===== src/rtl/tag_scm_ctrl_if.sv =====
// ---------------------------------------------------------------------------
// tag_scm_ctrl_if
// Purpose : bus between the tag-bank initiator (tag_scm_ctrl) and the
//           single-port tag memory. The memory returns read data one cycle
//           after a read request.
// Signals : tag_req_o    memory request
//           tag_write_o  1 = write, 0 = read
//           tag_addr_o   set index
//           tag_wdata_o  entry to write, {valid, tag}
//           tag_rdata_i  entry read, valid the cycle after a read request
// Modports: master = controller side, slave = memory side
// ---------------------------------------------------------------------------
interface tag_scm_ctrl_if #(
  parameter int DATA_WIDTH = 7,
  parameter int ADDR_WIDTH = 6
);

  logic                  tag_req_o;
  logic                  tag_write_o;
  logic [ADDR_WIDTH-1:0] tag_addr_o;
  logic [DATA_WIDTH-1:0] tag_wdata_o;
  logic [DATA_WIDTH-1:0] tag_rdata_i;

  modport master (
    output tag_req_o,
    output tag_write_o,
    output tag_addr_o,
    output tag_wdata_o,
    input  tag_rdata_i
  );

  modport slave (
    input  tag_req_o,
    input  tag_write_o,
    input  tag_addr_o,
    input  tag_wdata_o,
    output tag_rdata_i
  );

endinterface


===== src/rtl/tag_scm_ctrl.sv =====
// ---------------------------------------------------------------------------
// tag_scm_ctrl
// Purpose : initiator for a single-port tag bank. Invalidates every entry
//           after reset and on flush, arbitrates refill writes against
//           lookups (one memory access per cycle), and returns a hit/miss
//           result one cycle after each granted lookup.
// Ports   : clk, rst_n            clock, asynchronous active-low reset
//           flush_req_i/_ack_o    level flush request, one-cycle completion
//           busy_o                high while sweeping the bank
//           refill_*              write {1'b1, tag} to a set index
//           lookup_*              read a set index and compare a tag
//           tag_if                tag memory bus (master side)
// ---------------------------------------------------------------------------
module tag_scm_ctrl #(
  parameter int DATA_WIDTH = 7,
  parameter int ADDR_WIDTH = 6
) (
  input  logic                  clk,
  input  logic                  rst_n,
  input  logic                  flush_req_i,
  output logic                  flush_ack_o,
  output logic                  busy_o,
  input  logic                  refill_req_i,
  output logic                  refill_gnt_o,
  input  logic [ADDR_WIDTH-1:0] refill_index_i,
  input  logic [DATA_WIDTH-2:0] refill_tag_i,
  input  logic                  lookup_req_i,
  output logic                  lookup_gnt_o,
  input  logic [ADDR_WIDTH-1:0] lookup_index_i,
  input  logic [DATA_WIDTH-2:0] lookup_tag_i,
  output logic                  lookup_rvalid_o,
  output logic                  lookup_hit_o,
  tag_scm_ctrl_if.master        tag_if
);

  localparam int                    TAG_WIDTH = DATA_WIDTH - 1;
  localparam logic [ADDR_WIDTH-1:0] LAST_SET  = '1;
  localparam logic [ADDR_WIDTH-1:0] ONE       = 1;

  typedef enum logic {
    FLUSH,
    IDLE
  } state_t;

  state_t                r_state;
  state_t                w_stateNext;
  logic [ADDR_WIDTH-1:0] r_count;
  logic [ADDR_WIDTH-1:0] w_countNext;
  logic                  r_ackPending;
  logic                  w_ackPendingNext;
  logic                  r_flushAck;
  logic                  w_flushAckNext;
  logic                  r_needLow;
  logic                  w_flushBlocked;
  logic                  r_lookupValid;
  logic [TAG_WIDTH-1:0]  r_lookupTag;
  logic                  w_refillGnt;
  logic                  w_lookupGnt;

  // A flush request that is still high in the ack cycle (or after it) must
  // not start another sweep; the requester has to show a 0 first.
  assign w_flushBlocked = r_flushAck | r_needLow;

  // State register, sweep counter and flush-ack bookkeeping. Reset starts a
  // sweep from address 0 and discards any ack owed to an earlier request.
  always_ff @(posedge clk or negedge rst_n) begin
    if (!rst_n) begin
      r_state      <= FLUSH;
      r_count      <= '0;
      r_ackPending <= 1'b0;
      r_flushAck   <= 1'b0;
      r_needLow    <= 1'b0;
    end else begin
      r_state      <= w_stateNext;
      r_count      <= w_countNext;
      r_ackPending <= w_ackPendingNext;
      r_flushAck   <= w_flushAckNext;
      r_needLow    <= (r_flushAck | r_needLow) & flush_req_i;
    end
  end

  // Next state, grants and the memory bus. FLUSH writes one zeroed entry per
  // cycle; IDLE gives the single memory slot to flush, then refill, then
  // lookup. The bus is held quiet while rst_n is low so nothing is written
  // before the sweep really begins.
  always_comb begin
    w_stateNext         = r_state;
    w_countNext         = r_count;
    w_ackPendingNext    = r_ackPending;
    w_flushAckNext      = 1'b0;
    w_refillGnt         = 1'b0;
    w_lookupGnt         = 1'b0;
    tag_if.tag_req_o    = 1'b0;
    tag_if.tag_write_o  = 1'b0;
    tag_if.tag_addr_o   = '0;
    tag_if.tag_wdata_o  = '0;
    case (r_state)
      FLUSH: begin
        if (rst_n) begin
          tag_if.tag_req_o   = 1'b1;
          tag_if.tag_write_o = 1'b1;
          tag_if.tag_addr_o  = r_count;
        end
        w_countNext = r_count + ONE;
        if (r_count == LAST_SET) begin
          w_stateNext      = IDLE;
          w_flushAckNext   = r_ackPending;
          w_ackPendingNext = 1'b0;
        end
      end
      IDLE: begin
        if (flush_req_i && !w_flushBlocked) begin
          w_stateNext      = FLUSH;
          w_countNext      = '0;
          w_ackPendingNext = 1'b1;
        end else if (refill_req_i) begin
          w_refillGnt        = 1'b1;
          tag_if.tag_req_o   = 1'b1;
          tag_if.tag_write_o = 1'b1;
          tag_if.tag_addr_o  = refill_index_i;
          tag_if.tag_wdata_o = {1'b1, refill_tag_i};
        end else if (lookup_req_i) begin
          w_lookupGnt       = 1'b1;
          tag_if.tag_req_o  = 1'b1;
          tag_if.tag_addr_o = lookup_index_i;
        end
      end
      default: begin
        w_stateNext = FLUSH;
        w_countNext = '0;
      end
    endcase
  end

  // Lookup pipeline: the compare tag waits one cycle for the read data. A
  // lookup granted just before a flush is accepted still completes.
  always_ff @(posedge clk or negedge rst_n) begin
    if (!rst_n) begin
      r_lookupValid <= 1'b0;
      r_lookupTag   <= '0;
    end else begin
      r_lookupValid <= w_lookupGnt;
      if (w_lookupGnt) begin
        r_lookupTag <= lookup_tag_i;
      end
    end
  end

  assign flush_ack_o     = r_flushAck;
  assign busy_o          = (r_state == FLUSH);
  assign refill_gnt_o    = w_refillGnt;
  assign lookup_gnt_o    = w_lookupGnt;
  assign lookup_rvalid_o = r_lookupValid;
  assign lookup_hit_o    = r_lookupValid & tag_if.tag_rdata_i[DATA_WIDTH-1] &
                           (tag_if.tag_rdata_i[DATA_WIDTH-2:0] == r_lookupTag);

endmodule


===== src/flat_wrapper.sv =====
// flat-port wrapper written by rule: the top's interface ports become plain ports
module tag_scm_ctrl_flat 
#(
  parameter int DATA_WIDTH = 7,
  parameter int ADDR_WIDTH = 6
)
  (clk, rst_n, flush_req_i, flush_ack_o, busy_o, refill_req_i, refill_gnt_o, refill_index_i, refill_tag_i, lookup_req_i, lookup_gnt_o, lookup_index_i, lookup_tag_i, lookup_rvalid_o, lookup_hit_o, tag_if_tag_req_o, tag_if_tag_write_o, tag_if_tag_addr_o, tag_if_tag_wdata_o, tag_if_tag_rdata_i);
  tag_scm_ctrl_if #(.DATA_WIDTH(DATA_WIDTH), .ADDR_WIDTH(ADDR_WIDTH)) tag_if_i ();
  input  logic clk;
  input  logic rst_n;
  input  logic flush_req_i;
  output logic flush_ack_o;
  output logic busy_o;
  input  logic refill_req_i;
  output logic refill_gnt_o;
  input  logic [ADDR_WIDTH-1:0] refill_index_i;
  input  logic [DATA_WIDTH-2:0] refill_tag_i;
  input  logic lookup_req_i;
  output logic lookup_gnt_o;
  input  logic [ADDR_WIDTH-1:0] lookup_index_i;
  input  logic [DATA_WIDTH-2:0] lookup_tag_i;
  output logic lookup_rvalid_o;
  output logic lookup_hit_o;
  output wire logic [$bits(tag_if_i.tag_req_o)-1:0] tag_if_tag_req_o;
  output wire logic [$bits(tag_if_i.tag_write_o)-1:0] tag_if_tag_write_o;
  output wire logic [$bits(tag_if_i.tag_addr_o)-1:0] tag_if_tag_addr_o;
  output wire logic [$bits(tag_if_i.tag_wdata_o)-1:0] tag_if_tag_wdata_o;
  input wire logic [$bits(tag_if_i.tag_rdata_i)-1:0] tag_if_tag_rdata_i;
  assign tag_if_tag_req_o = tag_if_i.tag_req_o;
  assign tag_if_tag_write_o = tag_if_i.tag_write_o;
  assign tag_if_tag_addr_o = tag_if_i.tag_addr_o;
  assign tag_if_tag_wdata_o = tag_if_i.tag_wdata_o;
  assign tag_if_i.tag_rdata_i = tag_if_tag_rdata_i;
  tag_scm_ctrl #(.DATA_WIDTH(DATA_WIDTH), .ADDR_WIDTH(ADDR_WIDTH)) u_core (.clk(clk), .rst_n(rst_n), .flush_req_i(flush_req_i), .flush_ack_o(flush_ack_o), .busy_o(busy_o), .refill_req_i(refill_req_i), .refill_gnt_o(refill_gnt_o), .refill_index_i(refill_index_i), .refill_tag_i(refill_tag_i), .lookup_req_i(lookup_req_i), .lookup_gnt_o(lookup_gnt_o), .lookup_index_i(lookup_index_i), .lookup_tag_i(lookup_tag_i), .lookup_rvalid_o(lookup_rvalid_o), .lookup_hit_o(lookup_hit_o), .tag_if(tag_if_i));
endmodule

===== config.mk =====
export PLATFORM = sky130hd
export DESIGN_NAME = tag_scm_ctrl_flat
export DESIGN_NICKNAME = d
export VERILOG_FILES = /design/src/rtl/tag_scm_ctrl_if.sv /design/src/rtl/tag_scm_ctrl.sv /design/src/flat_wrapper.sv
export SDC_FILE = /design/constraint.sdc
export NUM_CORES = 1
export LEC_CHECK = 0
export CAP_MARGIN = 20
export CORE_UTILIZATION = 37
export CTS_CLUSTER_DIAMETER = 60
export DETAILED_ROUTE_END_ITERATION = 6
export GPL_TIMING_DRIVEN = 0
export PLACE_DENSITY = 0.79
export SYNTH_ARGS = -nofsm -noshare
export SYNTH_HDL_FRONTEND = slang
export SYNTH_SLANG_ARGS = --single-unit

===== constraint.sdc =====
create_clock -name clk -period 1.81 [get_ports clk]
set_input_delay 0.362 -clock clk [delete_from_list [all_inputs] [get_ports clk]]
set_output_delay 0.362 -clock clk [all_outputs]
set_load 0.05 [all_outputs]

==> results.py, run 1 <==
metrics = {
    "clock_tree": {
        "cts-root-buf": "clkbuf_4",
        "htreeDepth": 1,
        "clock-sinks": 17,
        "cts_tree": "yes",
        "clock_latency_ns": 0.28,
        "clkTransAtPathRegs_ns": 0.09,
        "numCtsBuffers": 3,
        "cts_buffer_depth": 2,
    },
    "critical_path": {
        "r2r_start": "u_core.r_needLow",
        "end_kind": "output port",
        "crit_chain": "or3b_4, and3_4, or2_4, buf_8",
        "worstSetupStartpoint": "u_core.r_needLow",
        "cp.required_ns": 1.45,
        "path_max_fanout": 5,
        "critPathSlowestCell": "or3b_4",
        "path_delay_family": "simple AND/OR/NAND/NOR gates",
        "critPathLaunchType": "register",
        "crit_path_max_incr_delay_ns": 0.42,
        "criticalPathCategory": "reg -> out",
        "crit_arrival_ns": 1.68,
        "cp_num_buf_inv": 1,
    },
    "yosys": {
        "synth_top_area_share_pct": 43.3,
        "synthesis.nets": 134,
        "synth_cell_types": 34,
        "yosysTopAreaCell": "dfrtp_1",
        "synth_seq_cells": 17,
        "synth_edf_count": 0,
        "async_flop_share_pct": 100,
        "ys.flop_type": "dfrtp_1",
        "synth.cell_area_um2": 983,
        "syn_inst": 97,
        "ys_seq_area_share_pct": 43.3,
        "yosysWarnings": 0,
        "synth_area_leaders": "dfrtp_1 (43%), mux2_4 (9.2%), a22oi_1 (4.6%)",
        "avgSynthCellArea_um2": 10.1,
    },
    "min_path": {
        "min_from": "flush_req_i",
        "hp-class": "in -> reg",
    },
    "placed_design": {
        "postPlaceCellArea_um2": 1630,
        "dpl.cell_count": 182,
        "dp_hpwl_mm": 2.14,
        "gp_congestion": 0.788,
        "port-buffer-count": 55,
    },
    "flow_run": {
        "maxCapViolCount": 0,
    },
    "run_status": {
        "violations": "negative setup slack",
        "status": "complete, but fails checks",
    },
    "sta": {
        "clock-skew-final_ns": 0.00585,
        "tightest_slew_ns": 0.501,
        "maxSlewViolCount": 0,
        "max_freq_mhz": 489,
        "whs_ns": 0.465,
        "fin_ws_ns": -0.234,
        "slew_headroom_pct": 66.7,
        "finalCriticalPeriod_ns": 2.04,
        "setup_viol": 17,
        "hold_violations": 0,
        "rsz0062_at_grt": "yes",
        "post-route-period-util_pct": 113,
    },
    "floorplan": {
        "core-area_um2": 2500,
        "die_w_um": 53.6,
        "die_y_um": 53.6,
        "die_area_um2": 2870,
        "placementRows": 18,
        "start_util_pct": 39.3,
        "ios": 57,
    },
    "detailed_routing": {
        "ant_nets": 0,
        "drcViolationCount": 0,
        "via_per_inst": 5.01,
        "drt_iter0_markers": 15,
        "wl_per_cell_um": 14.6,
        "vias": 976,
        "wirelength_mm": 2.84,
        "drt-pass1-iter-count": 4,
    },
    "finish": {
        "layout-drive-gt1-share_pct": 37.6,
        "design_area_um2": 1770,
        "nets": 203,
        "final_util_pct": 70.9,
        "n_antenna_cell": 0,
        "fin_cells": 195,
        "area_growth_pct": 80.2,
    },
    "pwr": {
        "power_mw": 1.59,
        "irDropWorstVdd_v": 0.000889,
        "powerDensity_nw_per_um2": 895,
        "cellLeakagePower_nw": 0.828,
    },
    "global_routing": {
        "grt_pass1_wl_mm": 4.09,
        "grt_max_degree": 19,
        "grt.total_usage_pct": 19.7,
        "grt_pass1_vias": 927,
        "grt_overflow": 0,
        "antenna_found_initial": 0,
    },
}
[metal layers]
layer / global-route usage [%] / part of all wire [%] / vias up
met5: 0 / 0 / -
met4: 2.19 / 0.39 / 0
met3: 4.52 / 1.5 / 2
met2: 37.1 / 55 / 8
met1: 23.3 / 43 / 485
li1: - / - / 481
[area by class of cell]
type | instances | area (um^2)
sequential | 17 | 427
timing repair buffer | 65 | 643
fill | 187 | 728
inverter | 3 | 11.3
tap | 30 | 37.5
buffer | 4 | 38.8
multi-input combinational | 72 | 588
clock buffer | 4 | 26.3
[synthesized netlist by cell type (all sizes together), types with 2 or more instances]
library cell / n
inv: 3
nor2: 4
mux2: 6
and2b: 2
xor2: 2
and2: 6
nand2: 10
dfrtp: 17
nand3: 5
clkbuf: 3
xnor2: 5
o21ai: 8
buf: 3
a22oi: 6
and3: 2
[cells in the final DEF, fill, tap and decap left out, types with 2 or more instances in the layout]
master           count
o21ai_0              2
nor2_1               4
nand3_1              5
xor2_1               2
o21ai_1              4
and2_4               5
dfrtp_1             16
dlygate4sd2_1        7
clkdlybuf4s50_1     27
buf_8                4
a22oi_1              5
clkbuf_4             3
mux2_4               6
inv_1                3
buf_2                2
buf_4               12
xnor2_1              5
o21ai_2              2
buf_6               13
dlygate4sd3_1        2
nand2_1              8
[state kept, by name (all words and copies together) (netlist names)]
| name | flops |
|---|---|
| u_core.r_count | 6 |
| u_core.r_lookupTag | 6 |
| u_core.flush_ack_o | 1 |
| u_core.lookup_rvalid_o | 1 |
| u_core.r_ackPending | 1 |
| u_core.r_needLow | 1 |
| u_core.r_state | 1 |
[cells by family after synthesis]
family,synth area share (%)
fa+ha+maj,1.27
xor+xnor,6.23
flops,43.3
simple gates,20.9
mux,10.2
compound gates,13.4
buf+inv,4.83
[worst register-to-register path: stages, from the launching register on]
cell     delay (ns)
dfrtp_1        0.39
or3b_4         0.42
buf_4          0.15
and3_1         0.17
buf_6          0.13
buf_8          0.14
mux2_4         0.30
[power by group]
part           internal [mW]  switching [mW]  leakage, nW
Combinational          0.378           0.405        0.596
Clock                 0.0855           0.108       0.0150
Sequential             0.496           0.115        0.217
Total                  0.959           0.627        0.828
[path summary, 6_finish.rpt]
path	depth (start not counted)	slack, ns	to
min reg2reg	2	0.50	u_core.flush_ack_o
max in group asynchronous	2	0.94	u_core.flush_ack_o
max	4	-0.23	tag_if_tag_write_o
min	2	0.47	u_core.r_needLow
max reg2reg	6	0.02	u_core.r_lookupTag[0]
min in group asynchronous	2	0.55	u_core.r_lookupTag[5]
[what timing repair did]
item | 4_1_cts | 5_1_grt
hold endpoints to repair | 0 | 8
hold buffers | 0 | 2
endpoints found under the setup margin | 21 | 24
resized for setup | 134 | 25
pin swaps | 7 | 7
setup buffers | 5 | 3
cloned | 1 | 0
[metrics by stage]
step / worst slack (ns) / TNS (ns)
after floorplan: -0.184 / -1.77
after global placement: -1.38 / -21.81
after detailed placement: -1.39 / -22.18
after CTS: -0.269 / -3.20
after global routing: -0.297 / -3.89
final: -0.234 / -2.66
No activity file was read; power rests on OpenSTA's default activity.
==> inputs of run 2 (changes only) <==
- CORE_MARGIN: unset -> 5
==> run 2 against run 1 <==
Compared with the run above:
- the run still ends with negative setup slack left
- clock power up 5%
- non-clock buffer count decreased by 3
- core utilization shrank 0.40 points
- maximum frequency fell by 0.91%
- sequential power about the same
- global-route usage decreased by 2.7 points
- worst setup slack got worse by 0.019 ns
- total power shrank 0.15%
- final cell count down 1.5%
- critical path type unchanged
- largest power group unchanged
==> results.py, run 2 (same netlist as run 1, synthesis figures left out) <==
metrics = {
    "run_status": {
        "status": "complete, but fails checks",
        "violations": "negative setup slack",
    },
    "detailed_routing": {
        "wirelength_mm": 3.04,
        "drcViolationCount": 0,
        "ant_nets": 0,
        "drt_iter0_markers": 20,
        "via_per_inst": 4.98,
        "vias": 957,
        "drt-pass1-iter-count": 3,
        "wl_per_cell_um": 15.9,
    },
    "finish": {
        "layout_commonest_cell": "clkdlybuf4s50_1",
        "reg_top3": "u_core.r_count (6), u_core.r_lookupTag (6)",
        "fillers": 199,
        "layout-drive-gt1-share_pct": 37.0,
        "nets": 200,
        "final_util_pct": 70.5,
        "final_cell_mix": "clkdlybuf4s50_1 (26), dfrtp_1 (16), buf_6 (14)",
        "design_area_um2": 1760,
        "area_growth_pct": 79.1,
        "n_antenna_cell": 0,
    },
    "clock_tree": {
        "cts_buffer_depth": 2,
        "cts_tree": "yes",
        "clkTransAtPathRegs_ns": 0.11,
        "htreeDepth": 1,
        "cts-root-buf": "clkbuf_4",
        "numCtsBuffers": 3,
        "clock-sinks": 17,
        "clock_latency_ns": 0.29,
    },
    "pwr": {
        "irDropWorstVdd_v": 0.000639,
        "powerDensity_nw_per_um2": 899,
        "power_mw": 1.58,
        "cellLeakagePower_nw": 0.812,
    },
    "global_routing": {
        "grt_pass1_wl_mm": 4.78,
        "grt.total_usage_pct": 17.0,
        "grt_pass1_vias": 1029,
        "grt_overflow": 0,
        "grt_max_degree": 19,
        "antenna_found_initial": 0,
    },
    "floorplan": {
        "die_area_um2": 3790,
        "start_util_pct": 39.3,
        "core-area_um2": 2500,
        "ios": 57,
        "die_w_um": 61.6,
        "die_y_um": 61.6,
        "placementRows": 18,
    },
    "placed_design": {
        "postPlaceCellArea_um2": 1630,
        "port-buffer-count": 55,
        "dp_hpwl_mm": 2.48,
        "gp_congestion": 0.718,
    },
    "sta": {
        "post-route-period-util_pct": 114,
        "slew_headroom_pct": 66.8,
        "final.setup.tns_ns": -2.67,
        "rsz0062_at_grt": "yes",
        "max_freq_mhz": 485,
        "setup_viol": 17,
        "hold_violations": 0,
        "tightest_slew_ns": 0.500,
        "maxSlewViolCount": 0,
        "finalCriticalPeriod_ns": 2.06,
        "fin_ws_ns": -0.253,
        "clock-skew-final_ns": 0.0133,
    },
    "critical_path": {
        "cp.required_ns": 1.45,
        "critPathLaunchType": "register",
        "criticalPathCategory": "reg -> out",
        "end_kind": "output port",
        "crit_arrival_ns": 1.70,
        "path_max_fanout": 5,
    },
    "flow_run": {
        "maxCapViolCount": 0,
    },
    "min_path": {
        "hp-class": "in -> async",
    },
}
==> run 2: metrics by stage <==
| step | hold WS (ns) | cells | worst slack [ns] |
|---|---|---|---|
| 6_report | 0.0798 | 192 | -0.253 |
| 5_1_grt | 0.106 | 192 | -0.279 |
| 4_1_cts | 0.0876 | 191 | -0.253 |
| 3_5_place_dp | 0.492 | 182 | -1.43 |
| 3_3_place_gp | 0.462 | 182 | -1.39 |
| 2_1_floorplan | 0.0664 | 97 | -0.184 |
==> run 2: power breakdown <==
| part | total [mW] | internal (mW) | switching (mW) |
|---|---|---|---|
| registers | 0.611 | 0.495 | 0.115 |
| logic | 0.771 | 0.368 | 0.403 |
| clock network | 0.203 | 0.0822 | 0.121 |
==> run 2: path summary, 6_finish.rpt <==
kind / from / endpoint / slack (ns) / cells past startpoint
worst max-delay path: u_core.r_needLow / tag_if_tag_write_o / -0.25 / 4
worst min-delay path: rst_n / u_core.r_lookupTag[4] / 0.08 / 1
worst max register to register: u_core.r_needLow / u_core.r_count[5] / 0.11 / 5
worst min register to register: u_core.r_ackPending / u_core.r_ackPending / 0.51 / 1
max in group asynchronous: rst_n / u_core.flush_ack_o / 1.40 / 1
min in group clk: flush_req_i / u_core.r_needLow / 0.44 / 2
==> run 2: routing by layer <==
layer	wire length (um)	global-route usage [%]	vias to the layer above
li1	-	-	472
met3	25	2.10	0
met2	1840	33.6	5
met5	0	0	-
met4	0	1.82	0
met1	1180	19.8	480
==> run 2: final cells by class <==
type                       instances  area (um^2)  area share [%]
clock inverter                     1         5.00           0.284
tap                               30         37.5            2.13
sequential                        17          427            24.2
buffer                             4         41.3            2.34
multi-input combinational         72          586            33.2
clock buffer                       3         22.5            1.28
inverter                           3         11.3           0.639
timing repair buffer              62          632            35.9
==> run 2: repair_timing <==
item                                    4_1_cts  5_1_grt
setup buffers                                 6        1
hold endpoints to repair                      0        0
pin swaps                                    11        2
endpoints found under the setup margin       21       18
gates resized for setup                     157        1
cloned                                        1        0
hold buffers                                  0        0
==> run 2: worst max-delay path: stages (launching register included) <==
cell     delay, ns
dfrtp_1       0.41
or3b_4        0.43
and3_4        0.18
or2_4         0.24
buf_8         0.15
==> inputs of run 3 (changes only) <==
- CORE_MARGIN: 5 -> 2
==> run 3 against run 2 <==
Compared with the run above:
- the run still ends with negative setup slack left
- core utilization fell by 1.1 points
- first-iteration DRC count fell by 50%
- register-to-register slack got worse by 0.11 ns
- via count rose by 0.52%
- critical path type unchanged
- largest cell class unchanged
==> results.py, run 3 (same netlist as run 1, synthesis figures left out) <==
metrics = {
    "finish": {
        "area_growth_pct": 76.5,
        "fin_cells": 192,
        "register_area_um2": 427,
        "nets": 200,
        "n_antenna_cell": 0,
        "reg_top3": "u_core.r_count (6), u_core.r_lookupTag (6)",
        "fillers": 191,
        "final_util_pct": 69.4,
        "layout_commonest_cell": "clkdlybuf4s50_1",
        "final_cell_mix": "clkdlybuf4s50_1 (26), dfrtp_1 (16), buf_6 (15)",
        "multi_input_area_um2": 563,
        "layout-drive-gt1-share_pct": 35.8,
    },
    "floorplan": {
        "die_y_um": 55.6,
        "start_util_pct": 39.3,
        "placementRows": 18,
        "ios": 57,
        "core-area_um2": 2500,
        "die_area_um2": 3090,
        "die_w_um": 55.6,
    },
    "clock_tree": {
        "clkTransAtPathRegs_ns": 0.10,
        "clock-sinks": 17,
        "cts_buffer_depth": 2,
        "clock_latency_ns": 0.29,
        "cts-root-buf": "clkbuf_4",
        "ctsHoldBuffers": 0,
        "numCtsBuffers": 3,
        "cts_tree": "yes",
        "htreeDepth": 1,
    },
    "placed_design": {
        "dpl.cell_count": 182,
        "dp_hpwl_mm": 2.15,
        "gp_congestion": 0.793,
        "port-buffer-count": 55,
    },
    "sta": {
        "maxSlewViolCount": 0,
        "hold_violations": 0,
        "fin_ws_ns": -0.254,
        "slew_headroom_pct": 66.6,
        "rsz0062_at_grt": "yes",
        "tightest_slew_ns": 0.502,
        "setup_viol": 20,
        "max_freq_mhz": 485,
        "clock-skew-final_ns": 0.00392,
        "post-route-period-util_pct": 114,
        "finalCriticalPeriod_ns": 2.06,
        "final.setup.tns_ns": -3.21,
    },
    "critical_path": {
        "crit_chain": "or3b_4, and3_4, or2_4, buf_8",
        "r2r_cells": 6,
        "r2r_end": "u_core.r_lookupTag[5]",
        "critPathLaunchType": "register",
        "criticalPathCategory": "reg -> out",
        "path_delay_family": "simple AND/OR/NAND/NOR gates",
        "crit_path_max_incr_delay_ns": 0.42,
        "path_max_fanout": 5,
        "r2r_start": "u_core.r_needLow",
        "cp.required_ns": 1.45,
        "reg2reg_slack_ns": 0,
        "critPathSlowestCell": "or3b_4",
        "cp_num_buf_inv": 1,
        "end_kind": "output port",
        "crit_arrival_ns": 1.70,
    },
    "flow_run": {
        "maxCapViolCount": 0,
    },
    "detailed_routing": {
        "ant_nets": 0,
        "wl_per_cell_um": 15.3,
        "drcViolationCount": 0,
        "drt_iter0_markers": 10,
        "via_per_inst": 5.01,
        "wirelength_mm": 2.93,
        "drt-pass1-iter-count": 4,
        "vias": 962,
    },
    "global_routing": {
        "grt_pass1_wl_mm": 4.77,
        "grt_pass1_vias": 996,
        "grt_overflow": 0,
        "grt.total_usage_pct": 19.6,
        "grt_max_degree": 19,
        "antenna_found_initial": 0,
    },
    "pwr": {
        "p_switching_mw": 0.620,
        "switching_share_pct": 39.8,
        "seqPwrFrac_pct": 38.9,
        "powerDensity_nw_per_um2": 897,
        "clkPwrFrac_pct": 12.8,
        "cellLeakagePower_nw": 0.811,
        "intPower_mw": 0.937,
        "p_comb_share_pct": 48.3,
        "irDropWorstVdd_v": 0.000666,
    },
    "min_path": {
        "hp-class": "in -> async",
    },
    "run_status": {
        "violations": "negative setup slack",
        "status": "complete, but fails checks",
    },
}
## run 3: how the worst max path moves through the flow
stage,from,to,depth (start not counted)
after floorplan,u_core.flush_ack_o,tag_if_tag_addr_o[0],3
after global placement,rst_n,tag_if_tag_addr_o[0],6
after detailed placement,rst_n,tag_if_tag_addr_o[3],6
after CTS,u_core.flush_ack_o,tag_if_tag_write_o,4
after global routing,u_core.r_needLow,tag_if_tag_write_o,4
final,u_core.r_needLow,tag_if_tag_write_o,4
## run 3: area by class of cell
cell class	instances	share of cell area (%)
plain buffers	4	1.87
clock buffers	3	1.30
clock inverters	1	0.288
inverters	3	0.649
multi-input cells	72	32.4
flip-flops and latches	17	24.6
well taps	30	2.16
repair buffers	62	36.7
## run 3: repair_timing
item,in CTS,in global routing
pin swaps,7,2
resized for setup,145,11
setup buffers,5,2
gates cloned,1,0
endpoints found under the setup margin,21,25
## run 3: layer usage
layer	wire length, um	GRT usage [%]
met1	1170	23.7
met2	1700	35.9
met5	0	0
met4	20	4.18
met3	46	3.51
## run 3: power by group through the flow
stage	clock [mW]	sequential [mW]	combinational [mW]
floorplan	0	0.588	0.488
global placement	0	0.605	0.698
detailed placement	0	0.608	0.719
CTS	0.205	0.602	0.748
global route	0.228	0.625	0.806
finish	0.199	0.605	0.753
## run 3: stage by stage
step           hold slack [ns]  power (mW)  cell area, um^2  setup WS, ns
3_5_place_dp             0.466        1.33             1630         -1.38
6_report                0.0859        1.56             1740        -0.254
3_3_place_gp             0.463        1.30             1630         -1.39
5_1_grt                 0.0985        1.66             1740        -0.317
2_1_floorplan           0.0664        1.08             1040        -0.184
4_1_cts                 0.0902        1.56             1700        -0.278
